File: src/rtl/cmp_pkg.sv
// Shared types for the RGB compare LED block.
//   cmp_e   : committed/raw comparison code (NONE before the first commit).
//   state_e : two-state tracker (EMPTY until the first commit, then TRACK).
package cmp_pkg;

  typedef enum logic [1:0] {
    CMP_NONE = 2'b00,
    CMP_LT   = 2'b01,
    CMP_EQ   = 2'b10,
    CMP_GT   = 2'b11
  } cmp_e;

  typedef enum logic {
    ST_EMPTY = 1'b0,
    ST_TRACK = 1'b1
  } state_e;

endpackage

File: src/rtl/rgb_compare_led_pwm_gen.sv
// Free-running PWM generator for the LED brightness.
//   clk    : system clock
//   rst_n  : asynchronous active-low reset
//   duty   : on-time in counts per 2^PWM_BITS-cycle period
//   pwm_on : high while the internal counter is below duty
module pwm_gen #(
  parameter int PWM_BITS = 8
) (
  input  logic                clk,
  input  logic                rst_n,
  input  logic [PWM_BITS-1:0] duty,
  output logic                pwm_on
);

  logic [PWM_BITS-1:0] r_pwm_cnt;

  // Wraps naturally from all-ones back to zero.
  always_ff @(posedge clk or negedge rst_n) begin
    if (!rst_n) begin
      r_pwm_cnt <= '0;
    end else begin
      r_pwm_cnt <= r_pwm_cnt + 1'b1;
    end
  end

  assign pwm_on = (r_pwm_cnt < duty);

endmodule

File: src/rtl/rgb_compare_led.sv
// Glitch-filtered magnitude comparator driving the board RGB LED.
//   clk, rst_n  : clock, asynchronous active-low reset
//   sample_en   : sample a/b on this edge
//   signed_mode : 1 = two's-complement compare, 0 = unsigned
//   a, b        : operands
//   duty        : PWM on-time per period
//   result      : committed comparison (cmp_e)
//   changed     : one-cycle pulse when result takes a new value
//   R / G / B   : GT / EQ / LT indicators, PWM-gated, registered
// A comparison is committed only after HOLD_CYCLES consecutive identical
// samples; unsampled cycles neither extend nor break a run.
module rgb_compare_led
  import cmp_pkg::*;
#(
  parameter int WIDTH       = 4,
  parameter int HOLD_CYCLES = 4,
  parameter int PWM_BITS    = 8
) (
  input  logic                clk,
  input  logic                rst_n,
  input  logic                sample_en,
  input  logic                signed_mode,
  input  logic [WIDTH-1:0]    a,
  input  logic [WIDTH-1:0]    b,
  input  logic [PWM_BITS-1:0] duty,
  output logic [1:0]          result,
  output logic                changed,
  output logic                R,
  output logic                G,
  output logic                B
);

  localparam int              CNT_W  = $clog2(HOLD_CYCLES + 1);
  localparam logic [CNT_W-1:0] HOLD_C = CNT_W'(HOLD_CYCLES);

  logic signed [WIDTH-1:0] w_a_s;
  logic signed [WIDTH-1:0] w_b_s;
  cmp_e                    w_raw;

  cmp_e             r_cand;
  logic [CNT_W-1:0] r_cnt;
  cmp_e             r_result;
  logic             r_changed;
  logic             r_R;
  logic             r_G;
  logic             r_B;
  state_e           r_state;

  cmp_e             w_cand_n;
  logic [CNT_W-1:0] w_cnt_n;
  cmp_e             w_result_n;
  logic             w_commit;
  state_e           w_state_n;
  logic             w_led_en;
  logic             w_pwm_on;

  pwm_gen #(
    .PWM_BITS (PWM_BITS)
  ) u_pwm (
    .clk    (clk),
    .rst_n  (rst_n),
    .duty   (duty),
    .pwm_on (w_pwm_on)
  );

  // Raw comparison (combinational)
  assign w_a_s = a;
  assign w_b_s = b;

  always_comb begin
    w_raw = CMP_EQ;
    if (signed_mode) begin
      if (w_a_s > w_b_s) begin
        w_raw = CMP_GT;
      end else if (w_a_s < w_b_s) begin
        w_raw = CMP_LT;
      end
    end else begin
      if (a > b) begin
        w_raw = CMP_GT;
      end else if (a < b) begin
        w_raw = CMP_LT;
      end
    end
  end

  // Stability filter next-state
  // cand starts at NONE, which raw never produces, so the first sample
  // after reset always opens a fresh run at count 1.
  always_comb begin
    w_cand_n = r_cand;
    w_cnt_n  = r_cnt;
    w_commit = 1'b0;
    if (sample_en) begin
      if (w_raw != r_cand) begin
        w_cand_n = w_raw;
        w_cnt_n  = CNT_W'(1);
      end else if (r_cnt < HOLD_C) begin
        w_cnt_n = r_cnt + 1'b1;
      end
      w_commit = (w_cnt_n == HOLD_C) && (w_cand_n != r_result);
    end
    w_result_n = w_commit ? w_cand_n : r_result;
  end

  // FSM: state register
  always_ff @(posedge clk or negedge rst_n) begin
    if (!rst_n) begin
      r_state <= ST_EMPTY;
    end else begin
      r_state <= w_state_n;
    end
  end

  // FSM: next state
  always_comb begin
    w_state_n = r_state;
    unique case (r_state)
      ST_EMPTY: if (w_commit) w_state_n = ST_TRACK;
      ST_TRACK: w_state_n = ST_TRACK;
      default:  w_state_n = ST_EMPTY;
    endcase
  end

  // FSM: outputs. Keyed on the next state so the LEDs light on the very
  // edge that makes the first commit.
  always_comb begin
    w_led_en = 1'b0;
    unique case (w_state_n)
      ST_TRACK: w_led_en = 1'b1;
      default:  w_led_en = 1'b0;
    endcase
  end

  // Filter and LED registers
  always_ff @(posedge clk or negedge rst_n) begin
    if (!rst_n) begin
      r_cand    <= CMP_NONE;
      r_cnt     <= '0;
      r_result  <= CMP_NONE;
      r_changed <= 1'b0;
      r_R       <= 1'b0;
      r_G       <= 1'b0;
      r_B       <= 1'b0;
    end else begin
      r_cand    <= w_cand_n;
      r_cnt     <= w_cnt_n;
      r_result  <= w_result_n;
      r_changed <= w_commit;
      r_R       <= w_led_en && w_pwm_on && (w_result_n == CMP_GT);
      r_G       <= w_led_en && w_pwm_on && (w_result_n == CMP_EQ);
      r_B       <= w_led_en && w_pwm_on && (w_result_n == CMP_LT);
    end
  end

  assign result  = r_result;
  assign changed = r_changed;
  assign R       = r_R;
  assign G       = r_G;
  assign B       = r_B;

endmodule

File: config.mk
export PLATFORM = sky130hd
export DESIGN_NAME = rgb_compare_led
export DESIGN_NICKNAME = d
export VERILOG_FILES = /design/src/rtl/cmp_pkg.sv /design/src/rtl/rgb_compare_led_pwm_gen.sv /design/src/rtl/rgb_compare_led.sv
export SDC_FILE = /design/constraint.sdc
export NUM_CORES = 1
export LEC_CHECK = 0
export CAP_MARGIN = 20
export CORE_AREA = 2 2 54 56
export CTS_CLUSTER_DIAMETER = 120
export DETAILED_ROUTE_END_ITERATION = 6
export DIE_AREA = 0 0 56 58
export GPL_ROUTABILITY_DRIVEN = 0
export GPL_TIMING_DRIVEN = 0
export PLACE_DENSITY = 0.77
export SLEW_MARGIN = 30
export SYNTH_ARGS = -nofsm -noshare
export SYNTH_HDL_FRONTEND = slang
export SYNTH_HIERARCHICAL = 1
export SYNTH_SLANG_ARGS = --single-unit
export TNS_END_PERCENT = 10
File: constraint.sdc
create_clock -name clk -period 2.4 [get_ports clk]
set_input_delay 0.48 -clock clk [delete_from_list [all_inputs] [get_ports clk]]
set_output_delay 0.48 -clock clk [all_outputs]
set_load 0.01 [all_outputs]
==> reports/qor.txt <==
Clock sinks - 20
Largest net degree at the start of global routing - 21
Worst-margin pin slew - 0.5333 ns
Setup CP Type - in -> reg
Synth Register Bits - 20
Most frequent cells in the layout - dfrtp_1 (20), clkdlybuf4s50_1 (18), inv_1 (11)
Vias/cell - 5.407
Seq/Total Area, Yosys - 38.91%
Sequential share of power - 42.0%
Final Slew Violations - 0
Post-synth ARST share - 100.0%
Final Critical Period - 2.390 ns
Syn Inst Count - 128
PortBufs - 24
First-pass GRT wire length - 4.491 mm
Fin util - 66.07%
Post-synth EDFFs - 0
Final Hold Fails - 0
Mapped Area - 1286 µm²
WP buf/inv - 3
Worst Hold Class - in -> async
Library cells used by synthesis - 40
Metal2 WL - 1.563 mm
CTS hold repair buffers - 0
Worst path max stage delay - 0.47 ns
Placed Area - 1565 µm²
WL/cell - 14.23 µm
Initial Utilization - 48.31%
Clk pin slew, worst setup/hold paths - 0.12 ns
Setup Skew - 0.001877 ns
CTS tree - done
Initial drt markers - 17
Combinational share of power - 40.0%
P_int - 743.1 µW
Leading cell type in the layout, fill and taps excluded - dfrtp_1
Diode count - 0
Power share of the clock group - 18.0%
Die W - 56 µm
Mean Syn Cell Area - 10.05 µm²
Switching Power - 360.1 µW
Lkg Pwr - 0.0008588 µW
Setup crit end kind - flip-flop
CP Launch Type - input pin
# setup viols final - 0
Ys Warns - 6
I/O Pins - 26
GRT overflow - 0
Clock Path Buffers - 2
Max cap viols - 0
TritonCTS Buffers - 3
Clk root buf - clkbuf_4
Design area - 1759 µm²
DRT Pass-1 Iters - 6
Final nets - 197
Critical path's slowest cell - clkdlybuf4s50_1
Die ar. - 3248 µm²
Switching Share - 32.64%
Routed vias - 1,049
Initial antenna violation count - 0
Vias in the first global route - 1,123
Status - finished, final reports clean
Cells along the critical path - clkdlybuf4s50_1, inv_2, ha_4, nand4_4, a21oi_4, xnor2_2, o211a_1, o2111a_1, buf_6, mux2_4
Die height - 58 µm
CP Max Fanout - 7
P&R area growth vs syn - 36.77%
DR WL met3 - 98 µm
Routed wire length - 2.761 mm
Top delay family on crit path - compound AO/OA/AOI/OAI gates
CP required - 2.60 ns
Final Cycle Share - 99.57%
H-tree depth - 1
Commonest register cell after synthesis - dfrtp_1
Post-detail-place hpwl - 1.953 mm
# rows - 19
Post-route ant nets - 0
DRC viols - 0
Tot GR Track Use - 17.37%
Fmax - 418.5 MHz
Post-synth net total - 161
Max_slew headroom - 64.07%
Core Area - 2663 µm²
Arrival time of the worst setup path - 2.59 ns
Wire length on met1 - 1.060 mm
Fraction of layout cells with a size suffix above 1 - 23.93%
Max rail drop VDD - 0.5134 mV
Later-pin clock latency in the skew report - 0.30 ns
Top Metal Used - met4
Power Density - 627.1 nW/µm²
## registers in the layout (all words and copies together), names as in the netlist
register / flops
result: 2
R: 1
B: 1
r_cand: 2
r_state: 1
r_cnt: 3
u_pwm/r_pwm_cnt: 8
changed: 1
G: 1
## worst register-to-register path: cells and delay by family (launching register included)
| family | cells | cell delay [ns] |
|---|---|---|
| compound gates | 3 | 0.68 |
| fa+ha+maj | 1 | 0.33 |
| flops | 1 | 0.48 |
| mux | 1 | 0.15 |
| simple gates | 2 | 0.27 |
## synth_stat cells (2+ instances only)
master,n,area [µm²]
dfrtp_1,20,500.5
xor2_1,5,43.79
o21ai_0,4,20.02
nor2_1,8,30.03
mux2_4,3,45.04
a21oi_1,7,35.03
nand2b_1,2,12.51
nand2_1,7,26.28
nand3_1,10,50.05
ha_1,13,162.7
xnor2_1,4,35.03
mux2i_1,3,30.03
inv_1,15,56.30
## path summary, 6_finish.rpt
check	startpoint	end	cells after the start	slack [ns]
setup / recovery	a[0]	result[1]$_DFF_PN0_	10	0.01
hold / removal	rst_n	r_cnt[2]$_DFFE_PN0P_	1	0.1
setup reg to reg	u_pwm/r_pwm_cnt[2]$_DFF_PN0_	B$_DFF_PN0_	7	0.44
hold reg to reg	u_pwm/r_pwm_cnt[7]$_DFF_PN0_	u_pwm/r_pwm_cnt[7]$_DFF_PN0_	1	0.50
max in group asynchronous	rst_n	R$_DFF_PN0_	1	1.99
min in group clk	u_pwm/r_pwm_cnt[7]$_DFF_PN0_	u_pwm/r_pwm_cnt[7]$_DFF_PN0_	1	0.50
## metal layers
| metal | GRT usage, % | vias to the layer above |
|---|---|---|
| met3 | 0.4464 | 4 |
| met2 | 37.48 | 27 |
| met4 | 8.503 | 0 |
| met1 | 16.41 | 504 |
| met5 | 0 | - |
| li1 | - | 514 |
## cells by family (layout without fill, tap and decap cells)
logic type                 Yosys count  after routing  synth area share (%)
and+or+nand+nor                     41             41                 19.07
AOI/OAI and AO/OA                   21             21                 11.29
adders and majority gates           13             13                 12.65
muxes                                6              6                 5.836
DFF                                 20             20                 38.91
xor gates and xnor gates             9              9                 6.128
buffers and inverters               18             53                 6.128
## power by group through the flow
stage / combinational (µW) / clock, µW / sequential (µW)
finish: 441 / 199 / 464
CTS: 415 / 202 / 461
detailed placement: 384 / 0 / 465
global placement: 371 / 0 / 460
global route: 484 / 216 / 472
floorplan: 243 / 0 / 466
## timing repair
action                     4_1_cts  5_1_grt
gates resized for setup          8       13
setup endpoints to repair        6        6
setup buffers                    5        2
pin swaps                        4        7
## area by class of cell
cell class | instances | area [µm²]
well taps | 31 | 38.79
repair buffers | 31 | 296.5
fillers | 222 | 903.4
multi-input cells | 90 | 808.3
inverters | 15 | 56.30
flip-flops and latches | 20 | 500.5
plain buffers | 3 | 22.52
clock buffers | 4 | 36.28
## through the flow
| step | power, µW | worst slack, ns | cells | hold slack (ns) | setup TNS [ns] |
|---|---|---|---|---|---|
| floorplan | 709.2 | 0.09932 | 128 | 0.1844 | 0 |
| global route | 1173 | -0.03715 | 194 | 0.1182 | -0.09877 |
| finish | 1103 | 0.01032 | 194 | 0.09882 | 0 |
| global placement | 830.8 | -0.4675 | 183 | 0.4679 | -2.905 |
| CTS | 1078 | 0.02238 | 192 | 0.5043 | 0 |
| detailed placement | 849.7 | -0.4767 | 183 | 0.4846 | -3.140 |
(Power assumes the default switching activity.)
